--- config.mk ---
export PLATFORM = sky130hd
export DESIGN_NAME = log_fpmul_serial
export DESIGN_NICKNAME = d
export VERILOG_FILES = /design/src/rtl/log_fpmul_pkg.sv /design/src/rtl/log_fpmul_core.sv /design/src/rtl/log_fpmul_serial.sv
export SDC_FILE = /design/constraint.sdc
export NUM_CORES = 1
export LEC_CHECK = 0
export CORE_MARGIN = 2
export CORE_UTILIZATION = 43
export CTS_CLUSTER_SIZE = 30
export DETAILED_ROUTE_END_ITERATION = 7
export GPL_TIMING_DRIVEN = 0
export SETUP_SLACK_MARGIN = 0.02
export SLEW_MARGIN = 20
export SYNTH_ARGS = -nofsm -noshare
export SYNTH_HDL_FRONTEND = slang
export SYNTH_SLANG_ARGS = --single-unit
--- constraint.sdc ---
create_clock -name clk -period 4.01 [get_ports clk]
set_input_delay 0.6015 -clock clk [delete_from_list [all_inputs] [get_ports clk]]
set_output_delay 0.6015 -clock clk [all_outputs]
set_load 0.05 [all_outputs]
--- src/rtl/log_fpmul_pkg.sv ---
// Shared types, size helpers and special-value builders for the serial
// logarithmic (Mitchell) floating-point multiplier.
package log_fpmul_pkg;

    // Top-level sequencing: gather operands, compute once, stream result out.
    typedef enum logic [1:0] {
        LOAD = 2'd0,
        CALC = 2'd1,
        SEND = 2'd2
    } state_e;

    // Operand classification used by the special-value precedence logic.
    typedef enum logic [1:0] {
        CLS_ZERO = 2'd0,
        CLS_NORM = 2'd1,
        CLS_INF  = 2'd2,
        CLS_NAN  = 2'd3
    } fp_class_e;

    // Widest float word the builder functions can describe.
    localparam int MAX_WORD_W = 64;

    function automatic int f_word_w(input int exp_w, input int man_w);
        return 1 + exp_w + man_w;
    endfunction

    function automatic int f_nslice(input int word_w, input int bus_w);
        return (word_w + bus_w - 1) / bus_w;
    endfunction

    function automatic int f_bias(input int exp_w);
        return (1 << (exp_w - 1)) - 1;
    endfunction

    // Canonical quiet NaN: sign 0, exponent all ones, only the mantissa MSB set.
    function automatic logic [MAX_WORD_W-1:0] f_canon_nan(input int exp_w, input int man_w);
        logic [MAX_WORD_W-1:0] w;
        w = '0;
        for (int i = 0; i < exp_w; i++) begin
            w[man_w + i] = 1'b1;
        end
        w[man_w - 1] = 1'b1;
        return w;
    endfunction

    // Infinity with the requested sign: exponent all ones, mantissa zero.
    function automatic logic [MAX_WORD_W-1:0] f_signed_inf(input logic sign, input int exp_w,
                                                           input int man_w);
        logic [MAX_WORD_W-1:0] w;
        w = '0;
        for (int i = 0; i < exp_w; i++) begin
            w[man_w + i] = 1'b1;
        end
        w[exp_w + man_w] = sign;
        return w;
    endfunction

endpackage

--- src/rtl/log_fpmul_core.sv ---
// Combinational Mitchell multiplier: classify both operands, add the raw
// encodings minus the bias, then saturate to inf or flush to zero.
module log_fpmul_core
    import log_fpmul_pkg::*;
#(
    parameter int EXP_W = 5,
    parameter int MAN_W = 10
) (
    input  logic [EXP_W+MAN_W:0] a_i,
    input  logic [EXP_W+MAN_W:0] b_i,
    output logic [EXP_W+MAN_W:0] res_o
);

    localparam int WORD_W = f_word_w(EXP_W, MAN_W);
    localparam int SUM_W  = EXP_W + MAN_W + 2;
    localparam int BIAS   = f_bias(EXP_W);
    localparam logic [SUM_W-1:0]      BIAS_SH = SUM_W'(BIAS) << MAN_W;
    localparam logic [EXP_W+1:0]      EXP_MAX = {2'b00, {EXP_W{1'b1}}};
    localparam logic [MAX_WORD_W-1:0] NAN_W   = f_canon_nan(EXP_W, MAN_W);
    localparam logic [MAX_WORD_W-1:0] INF_W   = f_signed_inf(1'b0, EXP_W, MAN_W);

    logic             sa, sb, sign;
    logic [EXP_W-1:0] ea, eb;
    logic [MAN_W-1:0] ma, mb;
    fp_class_e        cls_a, cls_b;
    logic [SUM_W-1:0] sum;
    logic [EXP_W+1:0] s_exp;
    logic             any_nan, any_inf, any_zero;
    logic [WORD_W-1:0] inf_res, zero_res;

    function automatic fp_class_e f_classify(input logic [EXP_W-1:0] e, input logic [MAN_W-1:0] m);
        fp_class_e c;
        if (e == '0) begin
            c = CLS_ZERO;               // subnormals are flushed
        end else if (&e) begin
            c = (m == '0) ? CLS_INF : CLS_NAN;
        end else begin
            c = CLS_NORM;
        end
        return c;
    endfunction

    assign {sa, ea, ma} = a_i;
    assign {sb, eb, mb} = b_i;
    assign sign  = sa ^ sb;
    assign cls_a = f_classify(ea, ma);
    assign cls_b = f_classify(eb, mb);

    // Two spare top bits keep the sum from wrapping: the MSB acts as a sign.
    assign sum   = {2'b00, ea, ma} + {2'b00, eb, mb} - BIAS_SH;
    assign s_exp = sum[SUM_W-1:MAN_W];

    assign any_nan  = (cls_a == CLS_NAN) || (cls_b == CLS_NAN) ||
                      ((cls_a == CLS_INF) && (cls_b == CLS_ZERO)) ||
                      ((cls_b == CLS_INF) && (cls_a == CLS_ZERO));
    assign any_inf  = (cls_a == CLS_INF) || (cls_b == CLS_INF);
    assign any_zero = (cls_a == CLS_ZERO) || (cls_b == CLS_ZERO);

    assign inf_res  = {sign, INF_W[WORD_W-2:0]};
    assign zero_res = {sign, {(WORD_W-1){1'b0}}};

    // Special-value precedence first, then range check of the Mitchell sum.
    always_comb begin
        res_o = {sign, sum[EXP_W+MAN_W-1:0]};
        if (any_nan) begin
            res_o = NAN_W[WORD_W-1:0];
        end else if (any_inf) begin
            res_o = inf_res;
        end else if (any_zero) begin
            res_o = zero_res;
        end else if (s_exp[EXP_W+1]) begin
            res_o = zero_res;           // negative sum: underflow
        end else if (s_exp >= EXP_MAX) begin
            res_o = inf_res;            // exponent overflow saturates
        end else if (s_exp == '0) begin
            res_o = zero_res;
        end
    end

endmodule

--- src/rtl/log_fpmul_serial.sv ---
// Slice-serial wrapper: assembles A/B from BUS_W-bit slices, computes the
// approximate product in one cycle and streams it back LSB slice first.
module log_fpmul_serial
    import log_fpmul_pkg::*;
#(
    parameter int EXP_W = 5,
    parameter int MAN_W = 10,
    parameter int BUS_W = 8
) (
    input  logic             clk,
    input  logic             rst_n,
    input  logic             ena,
    input  logic             clr,
    input  logic             in_valid,
    input  logic [BUS_W-1:0] a_slice,
    input  logic [BUS_W-1:0] b_slice,
    output logic [BUS_W-1:0] out_slice,
    output logic             out_valid,
    output logic             out_last,
    output logic             busy
);

    localparam int WORD_W = f_word_w(EXP_W, MAN_W);
    localparam int NSLICE = f_nslice(WORD_W, BUS_W);
    localparam int BUF_W  = NSLICE * BUS_W;
    localparam int CNT_W  = (NSLICE > 1) ? $clog2(NSLICE) : 1;
    localparam logic [CNT_W-1:0] CNT_LAST = CNT_W'(NSLICE - 1);

    state_e            state_q, state_d;
    logic [CNT_W-1:0]  cnt_q, cnt_d;
    logic [WORD_W-1:0] a_q, a_d, b_q, b_d;
    logic [BUF_W-1:0]  res_q, res_d;
    logic [BUS_W-1:0]  out_slice_q, out_slice_d;
    logic              out_valid_q, out_valid_d;
    logic              out_last_q, out_last_d;
    logic [WORD_W-1:0] core_res;

    log_fpmul_core #(
        .EXP_W(EXP_W),
        .MAN_W(MAN_W)
    ) u_core (
        .a_i  (a_q),
        .b_i  (b_q),
        .res_o(core_res)
    );

    // State and datapath registers; everything holds while ena is low.
    always_ff @(posedge clk or negedge rst_n) begin
        if (!rst_n) begin
            state_q     <= LOAD;
            cnt_q       <= '0;
            a_q         <= '0;
            b_q         <= '0;
            res_q       <= '0;
            out_slice_q <= '0;
            out_valid_q <= 1'b0;
            out_last_q  <= 1'b0;
        end else begin
            state_q     <= state_d;
            cnt_q       <= cnt_d;
            a_q         <= a_d;
            b_q         <= b_d;
            res_q       <= res_d;
            out_slice_q <= out_slice_d;
            out_valid_q <= out_valid_d;
            out_last_q  <= out_last_d;
        end
    end

    // Next-state logic: slice assembly, one-cycle compute, shift-out.
    always_comb begin
        state_d     = state_q;
        cnt_d       = cnt_q;
        a_d         = a_q;
        b_d         = b_q;
        res_d       = res_q;
        out_slice_d = out_slice_q;
        out_valid_d = out_valid_q;
        out_last_d  = out_last_q;
        if (ena) begin
            if (clr) begin
                state_d     = LOAD;
                cnt_d       = '0;
                out_slice_d = '0;
                out_valid_d = 1'b0;
                out_last_d  = 1'b0;
            end else begin
                case (state_q)
                    LOAD: begin
                        out_slice_d = '0;
                        out_valid_d = 1'b0;
                        out_last_d  = 1'b0;
                        if (in_valid) begin
                            // Bits beyond WORD_W in the top slice are dropped.
                            for (int i = 0; i < NSLICE; i++) begin
                                if (cnt_q == CNT_W'(i)) begin
                                    for (int k = 0; k < BUS_W; k++) begin
                                        if (i * BUS_W + k < WORD_W) begin
                                            a_d[i*BUS_W+k] = a_slice[k];
                                            b_d[i*BUS_W+k] = b_slice[k];
                                        end
                                    end
                                end
                            end
                            if (cnt_q == CNT_LAST) begin
                                cnt_d   = '0;
                                state_d = CALC;
                            end else begin
                                cnt_d = cnt_q + CNT_W'(1);
                            end
                        end
                    end
                    CALC: begin
                        res_d   = BUF_W'(core_res);
                        cnt_d   = '0;
                        state_d = SEND;
                    end
                    SEND: begin
                        out_slice_d = res_q[BUS_W-1:0];
                        out_valid_d = 1'b1;
                        out_last_d  = (cnt_q == CNT_LAST);
                        res_d       = res_q >> BUS_W;
                        if (cnt_q == CNT_LAST) begin
                            cnt_d   = '0;
                            state_d = LOAD;
                        end else begin
                            cnt_d = cnt_q + CNT_W'(1);
                        end
                    end
                    default: begin
                        state_d = LOAD;
                        cnt_d   = '0;
                    end
                endcase
            end
        end
    end

    assign out_slice = out_slice_q;
    assign out_valid = out_valid_q;
    assign out_last  = out_last_q;
    assign busy      = (state_q != LOAD);

endmodule

==> run_results.csv <==
group,metric,value,unit
synthesis,syn_inst,359,
timing,rsz0062_at_grt,"true",
timing,hold_violations,0,
detailed_routing,wl,8500,um
grt,track_usage,0.184,
critical_path,required,4.19,ns
clocking,h-tree-depth,3,
synthesis,ys_ff_latch,61,
placed_design,portBuffers,31,
die,io_pins,32,
clocking,cts_root_buffer,"clkbuf_8",
detailed_routing,wl_per_cell,16.1,um
die,die_w,98.2,um
detailed_routing,drt_iter0_markers,118,
grt,grt_max_degree,41,
clocking,cts_tree,"built",
detailed_routing,route.met2.wl,3950,um
worst_hold_path,hp-class,"input port to async pin",
finish,layout_common_cells,"dfrtp_1, mux2_2, clkdlybuf4s50_1",
timing,fin_skew,0.00873,ns
synthesis,synth_cell_types,70,
pwr,switching_share,0.426,
timing,setup_violations,0,
pwr,p_sw,1.98,mW
pwr,ir_drop,375,uV
critical_path,crit_type,"flip-flop to flip-flop",
pwr,finalPower,4.66,mW
detailed_routing,wl_met3,282,um
placed_design,gp_congestion,0.867,
timing,setup-tns-final,0,ns
grt,first_global_vias,2943,
synthesis,syn_nets,402,
critical_path,critPathSlowestCell,"dfrtp_1",
timing,min_period,3.89,ns
detailed_routing,dr.pass1.iters,4,
finish,diodes,0,
grt,grt_antenna_before_repair,0,
clocking,path_clk_slew,0.07,ns
pwr,clkPwrFrac,0.141,
critical_path,crit_path_start_kind,"flip-flop",
detailed_routing,drc,0,
synthesis,async_flop_share,1.00,
timing,timing.fmax,257,MHz
clocking,clockBufferDepth,2,
detailed_routing,vias,2985,
synthesis,avgSynthCellArea,10.6,sq um
flow_run,max_cap_violations,0,
critical_path,arrival,4.07,ns
status,status,"finished clean",
synthesis,ys.flop_type,"dfrtp_1",
detailed_routing,routedLengthMet1,4060,um
critical_path,end_kind,"flip-flop",
detailed_routing,via_per_inst,5.65,
grt,grt-ovfl-total,0,
synthesis,synth_edf_count,0,
detailed_routing,final_antenna_net_count,0,
finish,finalNetCount,458,
die,core_area,8680,sq um
timing,worstMarginPinSlew,0.721,ns
critical_path,cp_max_fo,5,
pwr,power.leakage,2.03,nW
die,std_cell_rows,34,
placed_design,hpwl,6520,um
clocking,clock_sinks,61,
pwr,power_frac_comb,0.631,
die,start_util,0.440,
detailed_routing,top_layer,"met4",
critical_path,crit_path_cell_trace,"ha_4 -> fa_2 -> a211oi_4 -> o211ai_2 -> a21oi_4 -> xnor2_4 -> ha_4 -> and2_4 -> a21oi_2 -> o21ai_1 -> a311oi_1 -> o21bai_1 -> o211ai_2 -> a31oi_4 -> buf_4 -> buf_4 -> a211oi_1 -> o21ai_0",
die,dieHeight,98.2,um
timing,finalCritPeriodShare,0.971,
clocking,clk_latency,0.33,ns
grt,grt_pass1_wl,14400,um
clocking,ctsHoldBuffers,0,
finish,final_common_cell,"dfrtp_1",
synthesis,ys_warn_count,0,
timing,maxSlewHeadroom,0.516,
clocking,cts_buffers,9,
finish,drive_gt1_frac,0.226,
critical_path,cpPeakStageDelay,0.45,ns
pwr,powerDensity,993,nW/um^2
synthesis,syn_area,3820,sq um
finish,fillers,811,
synthesis,ys_seq_area_frac,0.400,
pwr,p_seq_frac,0.228,
pwr,p_int,2.67,mW
die,die-area,9640,sq um
timing,drv_slew,0,
finish,syn2layout_area_growth,22.9,%
layout make-up:
cell class,instances,area (sq um),share of cell area
multi-input combinational,278,2260,0.481
clock buffer,12,145,0.0310
clock inverter,4,95.1,0.0203
sequential,61,1530,0.326
timing repair buffer,45,429,0.0915
tap,108,135,0.0288
inverter,10,37.5,0.00801
buffer,10,62.6,0.0133
worst max-delay path, delay by kind of cell (launching register included):
family          cells  cell delay (ns)
buf+inv             2             0.30
compound gates     11             1.83
fa+ha+maj           3             0.82
simple gates        1             0.16
flops               1             0.45
xor+xnor            1             0.17
power by group through the flow:
stage	sequential, mW	combinational [mW]	clock [mW]
final	1.06	2.94	0.656
after global routing	1.09	3.22	0.698
after CTS	1.06	2.63	0.668
after detailed placement	1.07	2.60	0
after global placement	1.06	2.56	0
after floorplan	0.999	2.10	0
cells in the mapped netlist (2+ instances only):
cell,number,area share
a211o_1,2,0.0046
a211oi_1,2,0.0039
a21boi_0,2,0.0039
a21o_1,5,0.0098
a21oi_1,17,0.022
a21oi_2,3,0.0069
a221o_1,7,0.018
a22o_1,11,0.025
a31oi_1,2,0.0033
and2_1,3,0.0049
and3_1,4,0.0066
buf_6,2,0.0059
clkbuf_1,6,0.0059
dfrtp_1,61,0.40
ha_1,21,0.069
inv_1,9,0.0089
mux2_2,32,0.094
nand2_1,26,0.026
nand2b_1,4,0.0066
nand3_1,10,0.013
nand3b_1,2,0.0039
nand4_1,2,0.0033
nor2_1,23,0.023
nor2b_1,5,0.0082
nor3_1,10,0.013
nor4_1,5,0.0082
o211a_1,3,0.0079
o211ai_1,4,0.0079
o211ai_2,2,0.0066
o21a_1,4,0.0079
o21ai_0,14,0.018
o21ai_1,3,0.0039
o22ai_1,4,0.0066
o31ai_1,2,0.0039
o41ai_1,2,0.0046
xnor2_1,8,0.018
xnor2_2,2,0.0085
xor2_1,3,0.0069
through the flow:
step	instance area (sq um)	hold WS, ns	std cells	worst slack (ns)	utilization
after CTS	4540	0.162	516	0.0430	0.523
after global routing	4690	0.169	528	-0.0439	0.540
after detailed placement	4280	0.463	499	-0.169	0.493
after global placement	4260	0.458	498	-0.163	0.491
after floorplan	3820	0.306	359	0.321	-
final	4690	0.164	528	0.118	0.540
state kept, by name (all words and copies together), names as in the netlist:
name	count
a_q	16
b_q	16
res_q	16
out_slice	8
state_q	2
cnt_q	1
out_last	1
out_valid	1
cell families after synthesis:
logic type / count (synthesis) / synth area share
fa+ha+maj: 22 / 0.0741
xor+xnor: 14 / 0.0407
mux: 32 / 0.0944
buf+inv: 20 / 0.0262
flops: 61 / 0.400
compound gates: 105 / 0.223
simple gates: 105 / 0.142
layer usage:
layer | GRT usage | vias to the layer above
li1 | - | 1466
met1 | 0.245 | 1444
met2 | 0.299 | 57
met3 | 0.0422 | 18
met4 | 0.0590 | 0
met5 | 0 | -
final timing paths:
check / from / slack, ns / endpoint / cells after the start
worst max register to register: a_q[0]$_DFFE_PN0P_ / 0.12 / res_q[11]$_DFFE_PN0P_ / 18
worst max-delay path: a_q[0]$_DFFE_PN0P_ / 0.12 / res_q[11]$_DFFE_PN0P_ / 18
max in group asynchronous: rst_n / 3.34 / a_q[7]$_DFFE_PN0P_ / 2
worst min register to register: res_q[15]$_DFFE_PN0P_ / 0.48 / res_q[15]$_DFFE_PN0P_ / 2
worst min-delay path: rst_n / 0.16 / res_q[13]$_DFFE_PN0P_ / 1
min in group clk: res_q[15]$_DFFE_PN0P_ / 0.48 / res_q[15]$_DFFE_PN0P_ / 2
timing repair:
| item | 4_1_cts | 5_1_grt |
|---|---|---|
| buffers inserted | 1 | 12 |
| pin swaps | 2 | 21 |
| setup endpoints to repair | 10 | 13 |
| resized for setup | 2 | 11 |
Note: power is estimated with default switching activity, not from simulation.
